[config.mk]
export PLATFORM = sky130hd
export DESIGN_NAME = universal_shift_register
export DESIGN_NICKNAME = d
export VERILOG_FILES = /design/src/rtl/usr_pkg.sv /design/src/rtl/shift_counter.sv /design/src/rtl/universal_shift_register.sv
export SDC_FILE = /design/constraint.sdc
export NUM_CORES = 1
export LEC_CHECK = 0
export ABC_AREA = 1
export BUFFER_PORTS_ARGS = -buffer_cell sky130_fd_sc_hd__buf_2
export CORE_MARGIN = 2
export CORE_UTILIZATION = 37
export CTS_BUF_LIST = sky130_fd_sc_hd__clkbuf_8 sky130_fd_sc_hd__clkbuf_16
export CTS_CLUSTER_DIAMETER = 100
export DETAILED_ROUTE_END_ITERATION = 6
export GPL_TIMING_DRIVEN = 0
export PLACE_DENSITY = 0.61
export SKIP_CTS_REPAIR_TIMING = 1
export SLEW_MARGIN = 20
export SYNTH_ARGS = -nofsm -noshare
export SYNTH_HDL_FRONTEND = slang
export SYNTH_SLANG_ARGS = --single-unit
[constraint.sdc]
create_clock -name Clk -period 1.2 [get_ports Clk]
set_input_delay 0.12 -clock Clk [delete_from_list [all_inputs] [get_ports Clk]]
set_output_delay 0.12 -clock Clk [all_outputs]
set_load 0.02 [all_outputs]
[src/rtl/usr_pkg.sv]
// Mode encodings and sizing helper shared by the universal shift register
// and its shift counter.
package usr_pkg;

    localparam logic [1:0] MODE_HOLD = 2'b00;
    localparam logic [1:0] MODE_SHR  = 2'b01;
    localparam logic [1:0] MODE_SHL  = 2'b10;
    localparam logic [1:0] MODE_LOAD = 2'b11;

    // Bits needed to hold 0..width inclusive.
    function automatic int cnt_width(input int width);
        return $clog2(width + 1);
    endfunction

endpackage

[src/rtl/shift_counter.sv]
// Saturating shift counter: counts shifts up to WIDTH and pulses Done on the
// edge where the count first reaches WIDTH.
module shift_counter
    import usr_pkg::*;
#(
    parameter int WIDTH = 8
) (
    input  logic                          Clk,
    input  logic                          Rst,
    input  logic                          clear,
    input  logic                          inc,
    output logic [cnt_width(WIDTH)-1:0]   Cnt,
    output logic                          Done
);

    localparam int CNT_W = cnt_width(WIDTH);
    localparam logic [CNT_W-1:0] CNT_MAX  = CNT_W'(WIDTH);
    localparam logic [CNT_W-1:0] CNT_LAST = CNT_W'(WIDTH - 1);

    logic [CNT_W-1:0] r_cnt;
    logic             r_done;

    always_ff @(posedge Clk) begin
        if (Rst) begin
            r_cnt  <= '0;
            r_done <= 1'b0;
        end else if (clear) begin
            r_cnt  <= '0;
            r_done <= 1'b0;
        end else if (inc && (r_cnt < CNT_MAX)) begin
            r_cnt  <= r_cnt + 1'b1;
            r_done <= (r_cnt == CNT_LAST);
        end else begin
            // Saturated shifts and idle cycles both drop the pulse.
            r_done <= 1'b0;
        end
    end

    assign Cnt  = r_cnt;
    assign Done = r_done;

endmodule

[src/rtl/universal_shift_register.sv]
// Parametrised hold / shift-right / shift-left / parallel-load register with
// optional rotate, clock enable and a word-complete shift counter.
module universal_shift_register
    import usr_pkg::*;
#(
    parameter int WIDTH  = 8,
    parameter int ROTATE = 0,
    parameter int CNT_W  = cnt_width(WIDTH)
) (
    input  logic             Clk,
    input  logic             Rst,
    input  logic             En,
    input  logic [1:0]       Mode,
    input  logic [WIDTH-1:0] Pi,
    input  logic             Sin_R,
    input  logic             Sin_L,
    output logic [WIDTH-1:0] Po,
    output logic             Sout_R,
    output logic             Sout_L,
    output logic [CNT_W-1:0] Cnt,
    output logic             Done
);

    logic [WIDTH-1:0] r_po;
    logic [WIDTH-1:0] w_shr;
    logic [WIDTH-1:0] w_shl;
    logic             w_in_r;
    logic             w_in_l;
    logic             w_clear;
    logic             w_inc;

    // In rotate mode the bit falling off one end re-enters at the other.
    assign w_in_r = (ROTATE != 0) ? r_po[0]       : Sin_R;
    assign w_in_l = (ROTATE != 0) ? r_po[WIDTH-1] : Sin_L;

    generate
        if (WIDTH == 1) begin : g_w1
            assign w_shr = w_in_r;
            assign w_shl = w_in_l;
        end else begin : g_wn
            assign w_shr = {w_in_r, r_po[WIDTH-1:1]};
            assign w_shl = {r_po[WIDTH-2:0], w_in_l};
        end
    endgenerate

    always_ff @(posedge Clk) begin
        if (Rst) begin
            r_po <= '0;
        end else if (En) begin
            case (Mode)
                MODE_SHR:  r_po <= w_shr;
                MODE_SHL:  r_po <= w_shl;
                MODE_LOAD: r_po <= Pi;
                default:   r_po <= r_po;
            endcase
        end
    end

    assign w_clear = En && (Mode == MODE_LOAD);
    assign w_inc   = En && ((Mode == MODE_SHR) || (Mode == MODE_SHL));

    shift_counter #(
        .WIDTH (WIDTH)
    ) u_cnt (
        .Clk   (Clk),
        .Rst   (Rst),
        .clear (w_clear),
        .inc   (w_inc),
        .Cnt   (Cnt),
        .Done  (Done)
    );

    assign Po     = r_po;
    assign Sout_R = r_po[0];
    assign Sout_L = r_po[WIDTH-1];

endmodule

==> flow_summary.toml <==
[synthesis]
synth-xor-area-share_pct = 0
synth.most_common_cell = "nor2_1"
synth-seq-cells = 13
yosysTopAreaCell = "dfxtp_1"
synth_edf_count = 0
synthMuxAreaShare_pct = 0
synth_top_family_by_area = "simple AND/OR/NAND/NOR gates"
synth-main-ff-cell = "dfxtp_1"
syn_area_um2 = 776
synth-seq-area-share_pct = 33.5
synth_nets = 139
async_flop_share_pct = 0
synth-simple-area-share_pct = 38.4
synth_commonest_cells = "nor2_1, nand2_1, inv_1"
synth_top_area_share_pct = 33.5
ys_types = 16
synth_compound_area_share_pct = 8.23
yosysWarningCount = 0
synth.area.top_cells = "dfxtp_1, nor2_1, nand2_1"
syn_inst = 120
synthAdderAreaFrac_pct = 6.45
synth.avg_cell_area_um2 = 6.46

[die]
die_h_um = 49.8
dieWidth_um = 49.8
io_pins = 30
start_util_pct = 39.5
rows = 16
dieArea_mm2 = 0.00248
core_mm2 = 0.00196

[grt]
grt_pass1_wl_um = 2880
grt_max_degree = 11
antenna_found_initial = 0
grt_pass1_vias = 705
grt_use_total_pct = 15.1
overflow = 0

[route]
routed_wirelength_um = 1730
viasPerCell = 4.48
drc = 0
drt_iter0_markers = 15
vias = 807
ant_nets = 0
wl_per_cell_um = 9.62
dr.pass1.iters = 4

[critical_path]
cp_slowest_stage_delay_ns = 0.37
crit_fanout = 4
critPathBufInv = 2
cp_top_family = "flip-flops"
end_kind = "output pin"
slowest_stage = "dfxtp_1"
crit_chain = "buf_4 -> buf_2"
critPathArrivalTime_ns = 0.87
criticalPathCategory = "flip-flop to output pin"
critical_path_required_ns = 1.08
startpoint = "Po[7]"
critPathLaunchType = "flip-flop"
rr_startpoint = "u_cnt.Cnt[0]"

[cts]
path_clk_slew_ns = 0.05
clk-insertion-delay-late_ns = 0.24
cts_tree = "done"
cts_num_sinks = 13
numCtsBuffers = 3
cts-root-buf = "clkbuf_8"
cts_buffer_depth = 2
cts_max_level = 1

[finish]
drive_gt1_share_pct = 28.8
layout.nets = 173
fin_area_um2 = 1000
diodes = 0
syn2layout_area_growth_pct = 28.9
fillCellCount = 216

[timing]
rsz0062_at_grt = "false"
finalCritPeriodShare_pct = 82.7
fin_crit_ns = 0.992
hold_violations = 0
setup-violations-final = 0
max_freq_mhz = 1010
slew_violations = 0
fin_tns_setup_ns = 0
clock_skew_ns = 0.00168
worst_pin_slew_ns = 0.267
layout_setup_ws_ns = 0.208
relSlewSlack_pct = 82.2

[pwr]
leakagePower_nw = 0.517
vdd_drop_max_mv = 0.802
power_w = 0.00110
p_per_area_mw_per_mm2 = 1100

[worst_hold_path]
min_from = "Pi[3]"
hp-class = "primary input to flip-flop"

[outcome]
status = "complete, no violations"

[placed_design]
dp_hpwl_um = 1290
place_area_um2 = 955
globalplace.congestion = 0.745
io_buffer_count = 29
pre_cts_ws_ns = 0.00419

[run]
drv_cap = 0
[cell type report]
| class | count | area [µm²] | share of cell area (%) |
|---|---|---|---|
| multi-input combinational | 84 | 412 | 41.2 |
| sequential | 13 | 260 | 26.0 |
| clock inverter | 1 | 3.75 | 0.375 |
| buffer | 5 | 36.3 | 3.63 |
| tap | 27 | 33.8 | 3.38 |
| inverter | 18 | 67.6 | 6.76 |
| timing repair buffer | 29 | 145 | 14.5 |
| clock buffer | 3 | 41.3 | 4.13 |
[cells in the final DEF (no fill, tap or decap)]
| cell | instances |
|---|---|
| buf_2 | 31 |
| nor2_1 | 29 |
| nand2_1 | 26 |
| inv_1 | 17 |
| dfxtp_1 | 13 |
| nand3_1 | 9 |
| o21ai_1 | 8 |
| ha_1 | 4 |
| a21oi_1 | 3 |
| clkbuf_8 | 3 |
| inv_2 | 2 |
| nand3_2 | 2 |
| buf_4 | 2 |
| o21ai_2 | 1 |
| nor2_8 | 1 |
| buf_6 | 1 |
| nand2_2 | 1 |
[per-layer routing]
layer  vias up  track usage [%]  wire, µm
met4         0             2.78         0
li1        432                -         -
met2        18             28.0       887
met1       357             16.4       761
met5         -                0         0
met3         0             5.45        83
[kinds of logic (layout without fill, tap and decap cells)]
logic type / after synthesis / count (layout)
compound gates: 12 / 12
fa+ha+maj: 4 / 4
buf+inv: 23 / 56
flops: 13 / 13
simple gates: 68 / 68
[worst paths after layout]
kind | end | depth (start not counted) | slack [ns]
worst max register to register | u_cnt.Cnt[2] | 6 | 0.23
worst min register to register | u_cnt.Cnt[1] | 2 | 0.52
worst max-delay path | Po[7] | 2 | 0.21
worst min-delay path | Po[3] | 5 | 0.21
[tightest hold or removal path: cells and delay by family]
family,cells,cell delay [ns]
buffers and inverters,1,0.07
and+or+nand+nor,4,0.21
[registers in the layout (all words and copies together) (netlist names)]
signal,count
Po,8
u_cnt.Cnt,4
u_cnt.Done,1
[where the power goes]
| group | leakage, nW | internal (W) | total, W | switching, W |
|---|---|---|---|---|
| Clock | 0.0269 | 0.000226 | 0.000378 | 0.000152 |
| Combinational | 0.383 | 0.0000944 | 0.000241 | 0.000146 |
| Sequential | 0.107 | 0.000457 | 0.000481 | 0.0000246 |
[stage by stage]
| step | instances | hold WS [ns] | utilization [%] |
|---|---|---|---|
| after floorplan | 120 | 0.344 | - |
| after global placement | 176 | 0.442 | 48.7 |
| after detailed placement | 176 | 0.453 | 48.7 |
| after CTS | 180 | 0.199 | 51.0 |
| after global routing | 180 | 0.226 | 51.0 |
| final | 180 | 0.205 | 51.0 |
Note: power is estimated with default switching activity, not from simulation.
